**src/rtl/ahb_pkg.sv**
```systemverilog
// Shared AHB-Lite encodings and burst helpers, used by the arbiter, the interconnect and the masters.
package ahb_pkg;

    typedef enum logic [1:0] {
        H_IDLE   = 2'd0,
        H_BUSY   = 2'd1,
        H_NONSEQ = 2'd2,
        H_SEQ    = 2'd3
    } htrans_e;

    typedef enum logic [2:0] {
        HB_SINGLE = 3'd0,
        HB_INCR   = 3'd1,
        HB_WRAP4  = 3'd2,
        HB_INCR4  = 3'd3,
        HB_WRAP8  = 3'd4,
        HB_INCR8  = 3'd5,
        HB_WRAP16 = 3'd6,
        HB_INCR16 = 3'd7
    } hburst_e;

    typedef enum logic [1:0] {
        ST_ARB   = 2'd0,
        ST_BURST = 2'd1,
        ST_LOCK  = 2'd2
    } arb_state_e;

    // Zero means the burst has no fixed length and may be re-arbitrated at any beat.
    function automatic logic [4:0] burst_len(input hburst_e b);
        case (b)
            HB_WRAP4, HB_INCR4:   return 5'd4;
            HB_WRAP8, HB_INCR8:   return 5'd8;
            HB_WRAP16, HB_INCR16: return 5'd16;
            default:              return 5'd0;
        endcase
    endfunction

endpackage

```
**src/rtl/ahb_arbiter_if.sv**
```systemverilog
// Arbiter request/grant bundle: masters drive request, lock and the muxed address-phase controls.
interface ahb_arbiter_if #(
    parameter int MAT_NUM = 4
) ();
    localparam int MW = $clog2(MAT_NUM);

    logic [MAT_NUM-1:0]  hbusreq;
    logic [MAT_NUM-1:0]  hlock;
    ahb_pkg::htrans_e    htrans;
    ahb_pkg::hburst_e    hburst;
    logic                hready;
    logic [MAT_NUM-1:0]  hgrant;
    logic [MW-1:0]       hmaster;
    logic [MW-1:0]       hmaster_d;
    logic                hmastlock;

    modport master (
        output hbusreq, hlock, htrans, hburst, hready,
        input  hgrant, hmaster, hmaster_d, hmastlock
    );

    modport slave (
        input  hbusreq, hlock, htrans, hburst, hready,
        output hgrant, hmaster, hmaster_d, hmastlock
    );
endinterface

```
**src/rtl/ahb_arb_pick.sv**
```systemverilog
// Combinational one-hot picker: first set request bit at or after start, wrapping modulo N.
module ahb_arb_pick #(
    parameter int N  = 4,
    parameter int MW = $clog2(N)
) (
    input  logic [N-1:0]  req,
    input  logic [MW-1:0] start,
    output logic [N-1:0]  gnt,
    output logic          vld
);
    localparam int IW = MW + 1;

    logic [IW-1:0] idx;

    always_comb begin
        gnt = '0;
        vld = 1'b0;
        idx = '0;
        for (int i = 0; i < N; i++) begin
            idx = {1'b0, start} + IW'(i);
            if (idx >= IW'(N)) idx = idx - IW'(N);
            if (!vld && req[idx[MW-1:0]]) begin
                gnt[idx[MW-1:0]] = 1'b1;
                vld              = 1'b1;
            end
        end
    end
endmodule

```
**src/rtl/ahb_arbiter.sv**
```systemverilog
// AHB-Lite bus arbiter: registered one-hot grant, address/data-phase owner indices, burst and lock protection.
// Fixed priority by default; round-robin when AHB_ARB_RR_EN is defined. Everything holds while hready is low.
module ahb_arbiter import ahb_pkg::*; #(
    parameter int MAT_NUM = 4,
    parameter int DEF_MST = 0
) (
    input  logic         hclk,
    input  logic         hresetn,
    ahb_arbiter_if.slave bus
);
    localparam int                  MW     = $clog2(MAT_NUM);
    localparam logic [MAT_NUM-1:0]  DEF_OH = MAT_NUM'(1) << DEF_MST;
    localparam logic [MW-1:0]       DEF_IX = MW'(DEF_MST);

    function automatic logic [MW-1:0] oh2idx(input logic [MAT_NUM-1:0] oh);
        logic [MW-1:0] r;
        r = '0;
        for (int i = 0; i < MAT_NUM; i++) begin
            if (oh[i]) r = r | MW'(i);
        end
        return r;
    endfunction

    arb_state_e          state_q, state_d;
    logic [4:0]          cnt_q, cnt_d;
    logic [MAT_NUM-1:0]  hgrant_q, hgrant_d;
    logic [MW-1:0]       hmaster_q, hmaster_d;
    logic [MW-1:0]       hmaster_d_q, hmaster_d_d;
    logic                hmastlock_q, hmastlock_d;

    logic [MW-1:0]       grant_idx;
    logic                lock_req;
    logic                is_idle, is_seq, is_nonseq, fixed;
    logic [4:0]          len;
    logic                arb_ok;
    logic [MAT_NUM-1:0]  pick_gnt;
    logic                pick_vld;
    logic [MW-1:0]       pick_start;

    assign grant_idx = oh2idx(hgrant_q);
    assign lock_req  = bus.hlock[grant_idx];
    assign is_idle   = (bus.htrans == H_IDLE);
    assign is_seq    = (bus.htrans == H_SEQ);
    assign is_nonseq = (bus.htrans == H_NONSEQ);
    assign len       = burst_len(bus.hburst);
    assign fixed     = (len != 5'd0);

    // The last SEQ of a fixed burst re-arbitrates so the next owner is granted for the following address phase.
    assign arb_ok = bus.hready && !lock_req &&
                    ((state_q == ST_ARB   && !(is_nonseq && fixed)) ||
                     (state_q == ST_BURST && is_seq && cnt_q == 5'd1));

    ahb_arb_pick #(.N(MAT_NUM), .MW(MW)) u_pick (
        .req   (bus.hbusreq),
        .start (pick_start),
        .gnt   (pick_gnt),
        .vld   (pick_vld)
    );

`ifdef AHB_ARB_RR_EN
    logic [MW-1:0] ptr_q, ptr_d;
    logic [MW-1:0] win_idx;

    assign win_idx    = oh2idx(pick_gnt);
    assign pick_start = ptr_q;

    always_comb begin
        ptr_d = ptr_q;
        if (arb_ok && pick_vld) begin
            ptr_d = (win_idx == MW'(MAT_NUM - 1)) ? '0 : win_idx + MW'(1);
        end
    end

    always_ff @(posedge hclk or negedge hresetn) begin
        if (!hresetn) ptr_q <= '0;
        else          ptr_q <= ptr_d;
    end
`else
    assign pick_start = '0;
`endif

    // A nonzero count means a fixed burst is still in flight, including one started under lock.
    always_comb begin
        state_d     = state_q;
        cnt_d       = cnt_q;
        hgrant_d    = hgrant_q;
        hmaster_d   = hmaster_q;
        hmaster_d_d = hmaster_d_q;
        hmastlock_d = hmastlock_q;
        if (bus.hready) begin
            hmaster_d   = grant_idx;
            hmaster_d_d = hmaster_q;
            hmastlock_d = lock_req;
            state_d     = (cnt_q != 5'd0) ? ST_BURST : ST_ARB;
            if (is_nonseq && fixed) begin
                cnt_d   = len - 5'd1;
                state_d = ST_BURST;
            end else if (is_nonseq || is_idle) begin
                cnt_d   = 5'd0;
                state_d = ST_ARB;
            end else if (is_seq && cnt_q != 5'd0) begin
                cnt_d = cnt_q - 5'd1;
                if (cnt_q == 5'd1) state_d = ST_ARB;
            end
            if (lock_req) state_d = ST_LOCK;
            if (arb_ok)   hgrant_d = pick_vld ? pick_gnt : DEF_OH;
        end
    end

    always_ff @(posedge hclk or negedge hresetn) begin
        if (!hresetn) begin
            state_q     <= ST_ARB;
            cnt_q       <= 5'd0;
            hgrant_q    <= DEF_OH;
            hmaster_q   <= DEF_IX;
            hmaster_d_q <= DEF_IX;
            hmastlock_q <= 1'b0;
        end else begin
            state_q     <= state_d;
            cnt_q       <= cnt_d;
            hgrant_q    <= hgrant_d;
            hmaster_q   <= hmaster_d;
            hmaster_d_q <= hmaster_d_d;
            hmastlock_q <= hmastlock_d;
        end
    end

    assign bus.hgrant    = hgrant_q;
    assign bus.hmaster   = hmaster_q;
    assign bus.hmaster_d = hmaster_d_q;
    assign bus.hmastlock = hmastlock_q;
endmodule

```
**src/flat_wrapper.sv**
```systemverilog
// flat-port wrapper written by rule: the top's interface ports become plain ports
module ahb_arbiter_flat import ahb_pkg::*;
#(
    parameter int MAT_NUM = 4,
    parameter int DEF_MST = 0
)
  (hclk, hresetn, bus_hbusreq, bus_hlock, bus_htrans, bus_hburst, bus_hready, bus_hgrant, bus_hmaster, bus_hmaster_d, bus_hmastlock);
  ahb_arbiter_if #(.MAT_NUM(MAT_NUM)) bus_i ();
  input  logic hclk;
  input  logic hresetn;
  input wire logic [$bits(bus_i.hbusreq)-1:0] bus_hbusreq;
  input wire logic [$bits(bus_i.hlock)-1:0] bus_hlock;
  input wire logic [$bits(bus_i.htrans)-1:0] bus_htrans;
  input wire logic [$bits(bus_i.hburst)-1:0] bus_hburst;
  input wire logic [$bits(bus_i.hready)-1:0] bus_hready;
  output wire logic [$bits(bus_i.hgrant)-1:0] bus_hgrant;
  output wire logic [$bits(bus_i.hmaster)-1:0] bus_hmaster;
  output wire logic [$bits(bus_i.hmaster_d)-1:0] bus_hmaster_d;
  output wire logic [$bits(bus_i.hmastlock)-1:0] bus_hmastlock;
  assign bus_i.hbusreq = bus_hbusreq;
  assign bus_i.hlock = bus_hlock;
  assign bus_i.htrans = bus_htrans;
  assign bus_i.hburst = bus_hburst;
  assign bus_i.hready = bus_hready;
  assign bus_hgrant = bus_i.hgrant;
  assign bus_hmaster = bus_i.hmaster;
  assign bus_hmaster_d = bus_i.hmaster_d;
  assign bus_hmastlock = bus_i.hmastlock;
  ahb_arbiter #(.MAT_NUM(MAT_NUM), .DEF_MST(DEF_MST)) u_core (.hclk(hclk), .hresetn(hresetn), .bus(bus_i));
endmodule
```
**config.mk**
```make
export PLATFORM = sky130hd
export DESIGN_NAME = ahb_arbiter_flat
export DESIGN_NICKNAME = d
export VERILOG_FILES = /design/src/rtl/ahb_pkg.sv /design/src/rtl/ahb_arbiter_if.sv /design/src/rtl/ahb_arb_pick.sv /design/src/rtl/ahb_arbiter.sv /design/src/flat_wrapper.sv
export SDC_FILE = /design/constraint.sdc
export NUM_CORES = 1
export LEC_CHECK = 0
export ABC_AREA = 1
export BUFFER_PORTS_ARGS = -buffer_cell sky130_fd_sc_hd__buf_4
export CAP_MARGIN = 10
export CORE_MARGIN = 10
export CORE_UTILIZATION = 45
export DETAILED_ROUTE_END_ITERATION = 7
export MAX_ROUTING_LAYER = met4
export PLACE_DENSITY = 0.74
export SETUP_SLACK_MARGIN = 0.5
export SYNTH_ARGS = -nofsm -noshare
export SYNTH_HDL_FRONTEND = slang
export SYNTH_HIERARCHICAL = 1
export SYNTH_SLANG_ARGS = --single-unit
```
**constraint.sdc**
```tcl
create_clock -name hclk -period 1.7 [get_ports hclk]
set_input_delay 0.255 -clock hclk [delete_from_list [all_inputs] [get_ports hclk]]
set_output_delay 0.255 -clock hclk [all_outputs]
set_load 0.01 [all_outputs]
```
==> flow_metrics.tcl, run 1 <==
set metrics [dict create \
    swShare_pct 43.7 \
    drt-total-wl_um 3270 \
    finalClockSkew_ps 5.41 \
    p_comb_share_pct 60.4 \
    coreArea_um2 3000 \
    avgSynthCellArea_um2 6.60 \
    finalCritPeriodShare_pct 76.0 \
    switchingPower_uw 922 \
    drt-initial-drc-count 78 \
    tns_ps 0 \
    highest_layer "met4" \
    yosys_warnings 6 \
    die_w_um 75.4 \
    wl_met2_um 1740 \
    outcome "completed" \
    grt_max_degree 16 \
    tritoncts "done" \
    clkTransAtPathRegs_ps 100 \
    power.density_nw_per_um2 1070 \
    cts-buffers-inserted 3 \
    finalSetupViolCount 0 \
    synth_area_leaders "dfrtp_1 25%, nand2_1 20%, ha_1 10%" \
    ys_seq_area_share_pct 27.3 \
    layout_commonest_cell "nand2_1" \
    gp_congestion 0.879 \
    place.port_buffers 23 \
    p_seq_share_pct 29.8 \
    cts.sinks 15 \
    path_max_fanout 4 \
    wl_met3_um 105 \
    die_h_um 75.4 \
    period_needed_ps 1290 \
    route.detailed.drc 0 \
    nets 289 \
    hold_viol 0 \
    htreeDepth 1 \
    rows 20 \
    dr.pass1.iters 4 \
    clock.fmax_mhz 774 \
    antenna_cells 0 \
    antenna_found_initial 0 \
    vias 1417 \
    ir_worst_vdd_uv 344 \
    ant_nets 0 \
    drive_gt1_share_pct 31.4 \
    power_frac_clock_pct 9.7 \
    critPathArrivalTime_ps 1510 \
    netlist_instances 209 \
    synth_top_area_share_pct 25.4 \
    maxSlewViolCount 0 \
    synth-seq-cells 15 \
    reg2reg_slack_ps 410 \
    grt_first_pass_wirelength_um 5160 \
    start_util_pct 45.9 \
    hold_path_class "input port to flip-flop" \
    vias_per_cell 4.82 \
    worstSetupEndpointType "flip-flop" \
    critical_path_class "flip-flop to flip-flop" \
    cts_root_buffer "clkbuf_4" \
    area_growth_pct 43.6 \
    cts-root-to-sink-buffers 2 \
    cp.required_ps 1920 \
    io_pins 25 \
    wl_per_cell_um 11.1 \
    setup_ws_ps 407 \
    grt_pass1_vias 1238 \
    synth_top_area_cell "dfrtp_1" \
    p_int_uw 1190 \
    hpwl_um 2330 \
    grtUsageTotal_pct 11.3 \
    dp_cells 280 \
    worstSkewPairLatency_ps 280 \
    rsz0062_at_grt "true" \
    fin_cells 294 \
    leakage_uw 0.00104 \
    die-area_um2 5680 \
    netlist_area_um2 1380 \
    netlist-cell-type-count 24 \
    most-common-layout-cells "69 x nand2_1, 24 x buf_4, 21 x inv_1, 21 x nand3_1, 17 x conb_1" \
    dp_slack_ps 91.2 \
    drv_cap 0 \
    cp-start-kind "flip-flop" \
    grt-ovfl-total 0 \
    wl_met1_um 1400 \
]
[cell usage after synthesis]
cell type / n
nand2_1: 75
nand3_1: 25
inv_1: 24
nor2_1: 18
dfrtp_1: 14
ha_1: 11
o21ai_0: 10
nand2_2: 5
nand4_1: 5
inv_2: 3
nand3_2: 3
nand2_4: 2
nand3_4: 2
o21a_1: 2
a21oi_1: 1
a21oi_4: 1
and2_1: 1
buf_2: 1
clkinv_1: 1
conb_1: 1
dfstp_2: 1
nor2_4: 1
o21ai_4: 1
or2_2: 1
[path summary, 6_finish.rpt]
kind                                       from                 endpoint  cells past startpoint
setup reg to reg                u_core/cnt_q[1]          u_core/cnt_q[4]                      9
min in group asynchronous               hresetn        u_core/state_q[1]                      2
max in group asynchronous               hresetn     u_core/bus.hgrant[0]                      2
hold / removal                       bus_hready  u_core/bus.hmaster_d[0]                      3
hold reg to reg            u_core/bus.hgrant[0]     u_core/bus.hgrant[0]                      2
setup / recovery                u_core/cnt_q[1]          u_core/cnt_q[4]                      9
[power groups by stage]
stage | sequential (µW) | clock, µW | combinational [µW]
after floorplan | 630 | 0 | 562
after global placement | 601 | 0 | 864
after detailed placement | 606 | 0 | 874
after CTS | 617 | 215 | 1030
after global routing | 649 | 235 | 1400
final | 629 | 205 | 1280
[worst max-delay path, cell delays in order, from the launching register on]
cell and delay [ps]:
dfrtp_1 380, inv_2 110, buf_4 160, ha_4 140, nand2_1 60, nand2_1 70
nand3_1 70, o21ai_1 90, nand2_1 70, nand2_1 70
[timing repair]
item / 4_1_cts / 5_1_grt
setup endpoints to repair: 11 / 13
resized for setup: 25 / 22
setup buffers: 6 / 3
pin swaps: 16 / 23
hold buffers: 1 / 0
endpoints found under the hold margin: 14 / 0
[kinds of logic after synthesis]
group / count (synthesis) / share of synthesized area [%]
buf+inv: 29 / 7.99
simple gates: 138 / 47.0
compound gates: 15 / 7.44
flops: 15 / 27.3
other cells: 1 / 0.272
fa+ha+maj: 11 / 9.98
[final cells by class]
type | instances | area [µm²]
multi-input combinational | 181 | 1130
fill | 274 | 1020
sequential | 15 | 379
timing repair buffer | 33 | 293
inverter | 28 | 113
tap | 33 | 41.3
clock buffer | 3 | 22.5
clock inverter | 1 | 5.00
[sequential cells by signal, summed over array words and instances, names as in the netlist]
register / flops
u_core/cnt_q: 5
u_core/bus.hgrant: 4
u_core/bus.hmaster: 2
u_core/bus.hmaster_d: 2
u_core/state_q: 2
[layer usage]
layer,GRT usage [%],vias up
met2,19.5,15
met1,13.4,649
met3,1.30,2
met4,3.51,0
li1,-,751
met5,-,-
[metrics by stage]
| step | hold WS (ps) | power (µW) | cell area, µm² | util, % |
|---|---|---|---|---|
| after floorplan | -40.6 | 1190 | 1480 | - |
| after global placement | 123 | 1460 | 1690 | 56.4 |
| after detailed placement | 122 | 1480 | 1690 | 56.4 |
| after CTS | 240 | 1870 | 1870 | 62.3 |
| after global routing | 237 | 2280 | 1980 | 65.9 |
| final | 248 | 2110 | 1980 | 65.9 |
Power figures use the tool's default switching activity.
==> inputs of run 2 (changes only) <==
- ABC_AREA: 1 -> 0
- PLACE_DENSITY: 0.74 -> 0.76
- clock period: 1.7 -> 1.1 ns (I/O delays scaled with it)
==> flow_metrics.tcl, run 2 <==
set metrics [dict create \
    rsz0062_at_grt "true" \
    finalCritPeriodShare_pct 155 \
    setup_ws_ps -610 \
    worstSetupEndpointType "flip-flop" \
    grt_max_degree 19 \
    synth_area_leaders "dfrtp_1 25%, ha_1 9.7%, mux2i_1 7.1%" \
    dr.pass1.iters 5 \
    htreeDepth 1 \
    synthTopCellsByCount "14 x dfrtp_1, 13 x nor2_1, 12 x nand2_1" \
    drt-total-wl_um 4320 \
    outcome "finished, violations left" \
    fin_cells 267 \
    netlist_instances 151 \
    die_w_um 76.1 \
    start_util_pct 46.7 \
    io_pins 25 \
    grtUsageTotal_pct 14.1 \
    swShare_pct 38.7 \
    area_growth_pct 56.4 \
    p_total_uw 4360 \
    cp-start-kind "flip-flop" \
    finalClockSkew_ps 10.9 \
    hold_viol 0 \
    clock.fmax_mhz 585 \
    avgSynthCellArea_um2 9.37 \
    switchingPower_uw 1690 \
    antenna_found_initial 0 \
    place.port_buffers 23 \
    cts.sinks 15 \
    die-area_um2 5790 \
    finalSetupViolCount 16 \
    most-common-layout-cells "50 x buf_4, 16 x buf_6, 12 x nor2_1" \
    drive_gt1_share_pct 51.1 \
    netlist-cell-type-count 46 \
    reg2reg_slack_ps -610 \
    relSlewSlack_pct 68.0 \
    dpl_cell_area_um2 1920 \
    violations "negative setup slack" \
    clkTransAtPathRegs_ps 100 \
    max_stage_delay_ps 410 \
    drt-initial-drc-count 111 \
    p_seq_share_pct 25.4 \
    ys.flop_type "dfrtp_1" \
    fillers 217 \
    cp.required_ps 1320 \
    period_needed_ps 1710 \
    gp_congestion 0.875 \
    vias 1429 \
    slowest_stage "dfrtp_1" \
    maxSlewViolCount 0 \
    antenna_cells 0 \
    dp_cells 250 \
    multi_input_area_um2 1150 \
    nets 251 \
    path_cells "inv_2 > ha_4 > and3_4 > a32oi_4 > a2111oi_4 > buf_4 > mux2_4" \
    tritoncts "done" \
    cts-buffers-inserted 3 \
    seqCellArea_um2 380 \
    synth-async-reset-ratio_pct 100 \
    grt-ovfl-total 0 \
    synth_top_area_cell "dfrtp_1" \
    coreArea_um2 3030 \
    drv_cap 0 \
    layout_commonest_cell "buf_4" \
    synth-seq-cells 15 \
    netlist_area_um2 1420 \
    grt_first_pass_wirelength_um 6740 \
    rows 20 \
    worst_pin_slew_ps 467 \
    power.density_nw_per_um2 1970 \
    vias_per_cell 5.35 \
    critical_path_class "flip-flop to flip-flop" \
    ir_worst_vdd_uv 679 \
    cts-root-to-sink-buffers 2 \
    critPathArrivalTime_ps 1930 \
    p_int_uw 2670 \
    die_h_um 76.1 \
    grt_pass1_vias 1427 \
    leakage_uw 0.00100 \
    yosys_warnings 6 \
    largest_reg_flops 5 \
    power_frac_clock_pct 7.2 \
    yosysMostFrequentCell "dfrtp_1" \
    regMostFlops "u_core/cnt_q" \
    p_comb_share_pct 67.3 \
    hold_path_class "input port to asynchronous set/reset pin" \
    route.detailed.drc 0 \
    worstSkewPairLatency_ps 280 \
    final_cell_area_um2 2210 \
    synth_edf_count 0 \
    path_max_fanout 4 \
    cts_root_buffer "clkbuf_4" \
    hpwl_um 3100 \
    wl_per_cell_um 16.2 \
    synth_top_area_share_pct 24.8 \
    ant_nets 0 \
    ys_seq_area_share_pct 26.6 \
]
[run 2: changes by cell type after synthesis, moves of 6 or more]
cell / delta
nand2_1: -63
nand3_1: -23
inv_1: -15
mux2i_1: +10
nand2b_1: +8
mux2_2: +7
o21ai_0: -6
o22ai_1: +6
[run 2: final timing paths]
path	startpoint	end	cells after the start
max in group asynchronous	hresetn	u_core/bus.hgrant[0]	2
setup reg to reg	u_core/cnt_q[1]	u_core/bus.hgrant[0]	7
min in group hclk	bus_hready	u_core/state_q[0]	3
hold reg to reg	u_core/bus.hmaster_d[0]	u_core/bus.hmaster_d[0]	1
setup / recovery	u_core/cnt_q[1]	u_core/bus.hgrant[0]	7
hold / removal	hresetn	u_core/state_q[0]	2
[run 2: kinds of logic after synthesis]
logic type	share of synthesized area, %
and+or+nand+nor	19.8
AOI/OAI and AO/OA	22.7
muxes	15.3
buffers and inverters	5.57
DFF	26.6
adders and majority gates	9.73
other	0.265
[run 2: area by class of cell]
| cell class | count | share of cell area, % |
|---|---|---|
| clock buffer | 3 | 1.02 |
| clock inverter | 1 | 0.226 |
| inverter | 9 | 1.75 |
| multi-input combinational | 128 | 51.8 |
| sequential | 15 | 17.2 |
| tap | 44 | 2.49 |
| timing repair buffer | 67 | 25.6 |
[run 2: metrics by stage]
step	setup WS (ps)	util [%]	hold WS (ps)	TNS, ps
3_3_place_gp	-757	63.6	23.2	-6010
6_report	-610	73.1	265	-5390
4_1_cts	-616	71.2	251	-5180
3_5_place_dp	-782	63.6	27.4	-6170
2_1_floorplan	-655	-	-131	-4070
5_1_grt	-681	73.1	262	-6270
[run 2: what timing repair did]
action	in CTS	in global routing
hold buffers	1	0
endpoints found under the setup margin	24	24
buffers inserted	10	2
pin swaps	8	10
hold endpoints to repair	15	0
gates resized for setup	31	9
[run 2: power groups by stage]
| stage | logic [µW] | clock network, µW | registers (µW) |
|---|---|---|---|
| 3_3_place_gp | 2070 | 0 | 1040 |
| 3_5_place_dp | 2110 | 0 | 1060 |
| 2_1_floorplan | 946 | 0 | 1150 |
| 5_1_grt | 3110 | 358 | 1140 |
| 6_report | 2940 | 315 | 1110 |
| 4_1_cts | 2690 | 331 | 1090 |
[run 2: layer usage]
layer	global-route usage, %	vias to the layer above	share of wire (%)
met5	-	-	0
met4	4.46	0	1.5
met3	1.53	8	2.6
met2	27.5	42	58
met1	14.1	685	38
li1	-	694	-
[run 2: worst max-delay path: cells and delay by family, from the launching register on]
kind	cells	cell delay (ps)
compound gates	2	330
fa+ha+maj	1	130
buf+inv	2	290
mux	1	300
simple gates	1	200
flops	1	410
==> inputs of run 3 (changes only) <==
- CORE_MARGIN: 10 -> unset
- CORE_UTILIZATION: 45 -> 50
- PLACE_DENSITY: 0.76 -> 0.82
==> flow_metrics.tcl, run 3 (synthesis results as in run 2) <==
set metrics [dict create \
    ant_nets 0 \
    cts_root_buffer "clkbuf_4" \
    cp.required_ps 1330 \
    area_growth_pct 57.3 \
    power.density_nw_per_um2 2090 \
    grt_max_degree 19 \
    finalClockSkew_ps 1.07 \
    hpwl_um 2990 \
    hold_path_class "input port to asynchronous set/reset pin" \
    place.port_buffers 23 \
    reg2reg_slack_ps -680 \
    violations "negative setup slack" \
    worstSkewPairLatency_ps 290 \
    fin_util_pct 86.7 \
    dr.pass1.iters 4 \
    finalSetupViolCount 16 \
    htreeDepth 1 \
    finalCritPeriodShare_pct 162 \
    grt_pass1_vias 1653 \
    p_comb_share_pct 68.6 \
    swShare_pct 39.7 \
    die_w_um 55.2 \
    layout_commonest_cell "buf_4" \
    leakage_uw 0.00100 \
    io_pins 25 \
    clkTransAtPathRegs_ps 100 \
    drt-total-wl_um 4990 \
    vias 1564 \
    cp-start-kind "flip-flop" \
    drive_gt1_share_pct 52.3 \
    rows 18 \
    path_max_fanout 4 \
    grt-ovfl-total 0 \
    cts-root-to-sink-buffers 2 \
    cts.sinks 15 \
    critical_path_class "flip-flop to flip-flop" \
    largest_reg_flops 5 \
    hold_viol 0 \
    p_seq_share_pct 24.2 \
    tritoncts "done" \
    grt_first_pass_wirelength_um 7710 \
    worstSetupEndpointType "flip-flop" \
    antenna_cells 0 \
    die_h_um 55.2 \
    wl_per_cell_um 19.8 \
    outcome "finished, violations left" \
    start_util_pct 55.1 \
    route.detailed.drc 0 \
    dp_slack_ps -794 \
    cts-buffers-inserted 3 \
    critPathArrivalTime_ps 2000 \
    grtUsageTotal_pct 33.1 \
    die-area_um2 3050 \
    maxSlewViolCount 0 \
    period_needed_ps 1780 \
    switchingPower_uw 1850 \
    setup_ws_ps -677 \
    fin_cells 252 \
    drv_cap 0 \
    tns_ps -6070 \
    drt-initial-drc-count 116 \
    vias_per_cell 6.21 \
    p_total_uw 4660 \
    fillers 130 \
    power_frac_clock_pct 7.2 \
    nets 250 \
    gp_congestion 0.945 \
    ir_worst_vdd_uv 2230 \
    seqCellArea_um2 380 \
    coreArea_um2 2570 \
    rsz0062_at_grt "true" \
    multi_input_area_um2 1160 \
    antenna_found_initial 0 \
    p_int_uw 2810 \
    regMostFlops "u_core/cnt_q" \
    clock.fmax_mhz 563 \
    dp_cells 234 \
    most-common-layout-cells "42 x buf_4, 23 x buf_6, 12 x nand2_1" \
]
## run 3: final cells by class
class | instances | share of cell area, %
inverter | 9 | 1.74
clock inverter | 1 | 0.225
multi-input combinational | 128 | 52.0
sequential | 15 | 17.1
tap | 30 | 1.69
clock buffer | 3 | 1.01
timing repair buffer | 66 | 26.3
## run 3: what timing repair did
action	CTS	global route
pin swaps	8	6
buffers inserted	12	1
endpoints found under the hold margin	15	0
hold buffers	1	0
gates resized for setup	34	15
endpoints found under the setup margin	24	24
## run 3: power groups by stage
stage,registers (µW),clock network [µW],logic (µW)
after floorplan,1150,0,946
after CTS,1090,330,2820
after global placement,1030,0,1980
final,1130,336,3190
after detailed placement,1060,0,2080
after global routing,1150,376,3340
## run 3: per-layer routing
metal	global-route usage, %	part of all wire (%)
met5	-	0
met4	15.4	4.5
met3	3.75	4.9
met2	59.7	52
met1	36.3	38
## run 3: final timing paths
path,from,end,depth (start not counted)
max,u_core/bus.hgrant[1],u_core/bus.hgrant[0],5
min,hresetn,u_core/cnt_q[4],2
max reg2reg,u_core/bus.hgrant[1],u_core/bus.hgrant[0],5
min reg2reg,u_core/bus.hmaster_d[1],u_core/bus.hmaster_d[1],2
max in group asynchronous,hresetn,u_core/bus.hgrant[0],2
min in group hclk,bus_hready,u_core/state_q[0],3
## run 3: metrics by stage
step	hold WS (ps)	instance area, µm²
final	285	2230
after floorplan	-131	1520
after detailed placement	27.9	1890
after global routing	282	2230
after CTS	263	2160
after global placement	21.8	1890
## run 3: critical path: stages, from the launching register on
cell       delay, ps
dfrtp_2          430
mux2i_2          270
o311ai_2         140
a2111oi_4        370
buf_4            210
mux2_4           300
